--- src/rtl/piso_serializer.sv ---
// piso_serializer: parallel-in / serial-out converter with a valid/ready input
// handshake and a framed serial output (dout_first / dout_last markers).
// A new word may be accepted while the last bit of the previous one is on
// dout, so consecutive words stream out with no idle gap between them.
module piso_serializer #(
    parameter int WIDTH     = 8,
    parameter bit MSB_FIRST = 1'b1
) (
    input  logic             clk,
    input  logic             reset_n,
    input  logic [WIDTH-1:0] din,
    input  logic             din_valid,
    output logic             din_ready,
    input  logic             flush,
    output logic             dout,
    output logic             dout_valid,
    output logic             dout_first,
    output logic             dout_last,
    output logic             busy
);

    localparam int            CW   = (WIDTH > 1) ? $clog2(WIDTH) : 1;
    localparam logic [CW-1:0] LAST = CW'(WIDTH - 1);
    localparam logic [CW-1:0] ONE  = CW'(1);

    typedef enum logic {
        IDLE  = 1'b0,
        SHIFT = 1'b1
    } state_t;

    state_t           state;
    logic [WIDTH-1:0] sreg;
    logic [CW-1:0]    cnt;

    logic             cnt_last;
    logic             accept;
    logic [WIDTH-1:0] sreg_shifted;

    // Shift one position toward the output end, zero filling the vacated bit.
    generate
        if (MSB_FIRST) begin : g_msb
            assign sreg_shifted = {sreg[WIDTH-2:0], 1'b0};
        end else begin : g_lsb
            assign sreg_shifted = {1'b0, sreg[WIDTH-1:1]};
        end
    endgenerate

    assign cnt_last = (cnt == LAST);

    // Ready while empty or while the final bit of the current word is out;
    // held low during reset and whenever a flush is requested.
    assign din_ready = reset_n && !flush && ((state == IDLE) || cnt_last);
    assign accept    = din_valid && din_ready;

    // Output decode straight from the state registers, all zero in IDLE.
    assign busy       = (state == SHIFT);
    assign dout_valid = busy;
    assign dout       = busy && (MSB_FIRST ? sreg[WIDTH-1] : sreg[0]);
    assign dout_first = busy && (cnt == '0);
    assign dout_last  = busy && cnt_last;

    // Control FSM with shift register and bit counter; flush overrides accept.
    always_ff @(posedge clk or negedge reset_n) begin
        if (!reset_n) begin
            state <= IDLE;
            cnt   <= '0;
            sreg  <= '0;
        end else if (flush) begin
            state <= IDLE;
            cnt   <= '0;
            sreg  <= '0;
        end else begin
            case (state)
                IDLE: begin
                    if (accept) begin
                        state <= SHIFT;
                        cnt   <= '0;
                        sreg  <= din;
                    end
                end
                SHIFT: begin
                    if (!cnt_last) begin
                        cnt  <= cnt + ONE;
                        sreg <= sreg_shifted;
                    end else if (accept) begin
                        cnt  <= '0;
                        sreg <= din;
                    end else begin
                        state <= IDLE;
                        cnt   <= '0;
                        sreg  <= '0;
                    end
                end
                default: begin
                    state <= IDLE;
                    cnt   <= '0;
                    sreg  <= '0;
                end
            endcase
        end
    end

endmodule

--- config.mk ---
export PLATFORM = sky130hd
export DESIGN_NAME = piso_serializer
export DESIGN_NICKNAME = d
export VERILOG_FILES = /design/src/rtl/piso_serializer.sv
export SDC_FILE = /design/constraint.sdc
export NUM_CORES = 1
export LEC_CHECK = 0
export CAP_MARGIN = 15
export CORE_MARGIN = 2
export CORE_UTILIZATION = 25
export DETAILED_ROUTE_END_ITERATION = 8
export GPL_ROUTABILITY_DRIVEN = 0
export SETUP_SLACK_MARGIN = 0.3
export SKIP_CTS_REPAIR_TIMING = 1
export SYNTH_ARGS = -nofsm -noshare
export SYNTH_HDL_FRONTEND = slang
export SYNTH_SLANG_ARGS = --single-unit
export TNS_END_PERCENT = 5
--- constraint.sdc ---
create_clock -name clk -period 1.9 [get_ports clk]
set_input_delay 0.57 -clock clk [delete_from_list [all_inputs] [get_ports clk]]
set_output_delay 0.57 -clock clk [all_outputs]
set_load 0.02 [all_outputs]
Word level (Yosys, flattened, before mapping) --
Cells that the tools add are included. W data, S select, Z words.
Cells by class: reductions and logical operators 9, bitwise gates (word level) 1, add/sub/neg operators 1, muxes and demuxes 13, equality and inequality tests 2
Operators with widths (number):
- $mux W8 | 4
- $pmux W8 S2 | 1
- $mux W3 | 3
- $logic_and A1 B1 Y1 | 6
- $pmux W3 S2 | 1
- $add A3 B1 Y3 const B | 1
- $eq A3 B3 Y1 const B | 1
- $logic_not A3 Y1 | 1
- $mux W1 | 3
- $ne A3 B3 Y1 const B | 1
- $pmux W1 S2 | 1
- $logic_not A1 Y1 | 1
- $logic_or A1 B1 Y1 | 1
- $not A1 Y1 | 1
Word-level totals: register bits after elaboration 12, input port bits 12, output and inout port bits 6

Logic depth before layout (Yosys ltp) --
depth in word-level cells 8, mapped depth 6, gate-level depth less buffers 5

Least setup slack after synthesis --
No wires, ideal clock.
path kind register to output, from register cnt[0], to output port din_ready, data required time 1.330 ns, path buffers 0, stages on the path, launching flop included 5, path slack 0.195 ns, data arrival time 1.135 ns, cells stage by stage dfrtp_1 -> ha_1 -> ha_1 -> nand2b_2 -> and2_1
Between the ends: cells in the longest elaborated chain, start to end 3
RTL lines:
- start: declaration | RTL line 33 | logic [CW-1:0] cnt;
- start signal: assignment | RTL line 83 | cnt <= cnt + ONE;
- $eq A3 B3 Y1 | RTL line 48 | assign cnt_last = (cnt == LAST);
- $logic_or A1 B1 Y1 | RTL line 52 | assign din_ready = reset_n && !flush && ((state == IDLE) || cnt_last);
- $logic_and A1 B1 Y1 | RTL line 52
- end: declaration | RTL line 13 | output logic din_ready,
Every way passes these cells.

Worst setup path in the final report --
from input port flush, to output port din_ready
Between the ends: cells in the longest elaborated chain, start to end 3
RTL lines:
- start: declaration | RTL line 14 | input logic flush,
- $logic_not A1 Y1 | RTL line 52
- $logic_and A1 B1 Y1 (2 in a row) | RTL line 52
Every way passes these cells.

==> flow_metrics.env <==
export IMPL_slew_headroom_pct=85.1
export IMPL_cts_htree_levels=1
export IMPL_skew_ns=0.000624
export IMPL_cp_arrival_ns=1.43
export IMPL_numCtsBuffers=3
export IMPL_core_area_um2=2280
export IMPL_synth_fa_ha_area_share_pct=6.09
export IMPL_yosys_area_share_simple_pct=20.9
export IMPL_clock_latency_ns=0.27
export IMPL_grt_pass1_wl_mm=2.27
export IMPL_syn_area_um2=617
export IMPL_status="finished with violations"
export IMPL_drc=0
export IMPL_vias=514
export IMPL_clkTransAtPathRegs_ns=0.08
export IMPL_yosysUniqueCellTypes=22
export IMPL_avgSynthCellArea_um2=11.2
export IMPL_synth_compound_area_share_pct=18.1
export IMPL_ys_ff_latch=12
export IMPL_antenna_found_initial=0
export IMPL_nNetsFinal=101
export IMPL_ios=18
export IMPL_final_common_cell="buf_4"
export IMPL_die_x_um=53.7
export IMPL_syn2layout_area_growth_pct=55.8
export IMPL_drtIter0Drc=2
export IMPL_peakVddDrop_v=0.000347
export IMPL_rsz0062_at_grt="yes"
export IMPL_dieArea_um2=2880
export IMPL_die_h_um=53.7
export IMPL_grt_remaining_overflow=0
export IMPL_ys_warnings_count=0
export IMPL_setup_violations=1
export IMPL_violations="setup timing"
export IMPL_power_per_cell_area_nw_per_um2=634
export IMPL_port_buffers=17
export IMPL_grt_max_degree=16
export IMPL_rows=17
export IMPL_diodes=0
export IMPL_cp_required_ns=1.33
export IMPL_pre_cts_ws_ns=-0.664
export IMPL_crit_fanout=2
export IMPL_final_cell_area_um2=961
export IMPL_slew_violations=0
export IMPL_syn_inst=55
export IMPL_hold_path_class="in -> async"
export IMPL_finalWirelength_mm=1.42
export IMPL_setup_slack_ns=-0.0972
export IMPL_synthXorXnorAreaFrac_pct=0
export IMPL_hold_viol=0
export IMPL_drv_cap=0
export IMPL_period_needed_ns=2.00
export IMPL_cts_sinks=12
export IMPL_power_leakage_nw=0.468
export IMPL_synth_top_family_by_area="simple AND/OR/NAND/NOR gates"
export IMPL_cts_tree="built"
export IMPL_via_per_inst=4.55
export IMPL_period_share_pct=105
export IMPL_tns_ns=-0.0972
export IMPL_cts_buffer_depth=2
export IMPL_worstSetupEndpointType="output pin"
export IMPL_ys_seq_area_share_pct=48.7
export IMPL_worst_slew_pin_slew_ns=0.223
export IMPL_placed_cell_area_um2=890
export IMPL_layout_common_cells="buf_4 (13), dfrtp_1 (11), clkdlybuf4s50_1 (10)"
export IMPL_avgRoutedWirePerCell_um=12.6
export IMPL_syn_num_nets=70
export IMPL_critPathLaunchType="input pin"
export IMPL_grt_pass1_vias=496
export IMPL_drive_gt1_share_pct=36.5
export IMPL_start_util_pct=27.1
export IMPL_track_usage_pct=11.2
export IMPL_dpl_hpwl_mm=1.04
export IMPL_ant_nets=0
export IMPL_root_buffer="clkbuf_4"
export IMPL_max_freq_mhz=501
export IMPL_worstSetupPathType="in -> out"
export IMPL_dr_pass1_iters=3
export IMPL_yosys_mux_area_fraction_pct=1.83
-- registers in the layout, summed over array words and instances, names as in the netlist --
name,cells
busy,1
cnt,3
sreg,8
-- area by class of cell --
| type | instances | area (µm²) |
|---|---|---|
| Inverter | 2 | 7.51 |
| Multi-Input combinational cell | 38 | 332 |
| Fill cell | 232 | 1320 |
| Sequential cell | 12 | 302 |
| Clock buffer | 4 | 36.3 |
| Timing Repair Buffer | 29 | 249 |
| Tap cell | 28 | 35.0 |
-- worst max-delay path: stages --
cell,delay (ns)
clkdlybuf4s50_1,0.53
nor2b_4,0.06
and2_4,0.15
buf_6,0.12
-- power breakdown --
part / leakage [nW] / switching, mW / internal (mW)
clock network: 0.0210 / 0.0854 / 0.116
logic: 0.285 / 0.0562 / 0.0731
registers: 0.162 / 0.00830 / 0.270
total: 0.468 / 0.150 / 0.459
-- metal layers --
metal / up-vias / part of all wire [%] / GRT usage (%) / wire length [µm]
met5: - / 0 / 0 / 0
met4: 0 / 0.84 / 5.13 / 12
met3: 2 / 6.6 / 3.61 / 94
met2: 16 / 45 / 15.4 / 646
met1: 237 / 47 / 15.7 / 669
li1: 259 / - / - / -
-- logic make-up after synthesis --
group	count (synthesis)
simple gates	22
flops	12
mux	1
fa+ha+maj	3
buf+inv	5
compound gates	12
-- worst paths after layout --
kind	from	slack, ns	cells after the start	to
setup reg to reg	cnt[1]$_DFFE_PN0P_	0.22	6	sreg[2]$_DFFE_PN0P_
hold reg to reg	sreg[2]$_DFFE_PN0P_	0.51	1	sreg[3]$_DFFE_PN0P_
hold / removal	reset_n	0.29	2	sreg[1]$_DFFE_PN0P_
min in group clk	sreg[2]$_DFFE_PN0P_	0.51	1	sreg[3]$_DFFE_PN0P_
max in group asynchronous	reset_n	1.43	2	busy$_DFF_PN0_
setup / recovery	flush	-0.1	4	din_ready
-- through the flow --
step,hold WS (ns),utilization (%),power [mW],instances
after floorplan,0.274,-,0.338,55
after global placement,0.477,39.1,0.405,107
after detailed placement,0.492,39.1,0.406,107
after CTS,0.512,40.7,0.616,111
after global routing,0.314,42.2,0.645,113
final,0.292,42.2,0.609,113
-- cells in the mapped netlist --
library cell	instances	area share (%)
a22o_1	2	2.8
nand4_1	1	1.0
inv_1	2	1.2
a211oi_2	1	2.0
nor2_1	2	1.2
nand2b_1	1	1.0
a21oi_1	1	0.81
a311oi_1	1	1.4
buf_4	2	2.4
nand3b_1	1	1.2
or2_1	1	1.0
dfrtp_1	12	49
nand2b_2	1	1.4
nand2_1	3	1.8
and3_1	2	2.0
a221o_1	6	9.7
buf_2	1	0.81
a211oi_1	1	1.2
and2_1	9	9.1
mux2_2	1	1.8
nor2b_1	1	1.0
ha_1	3	6.1
Note: power is estimated with default switching activity, not from simulation.
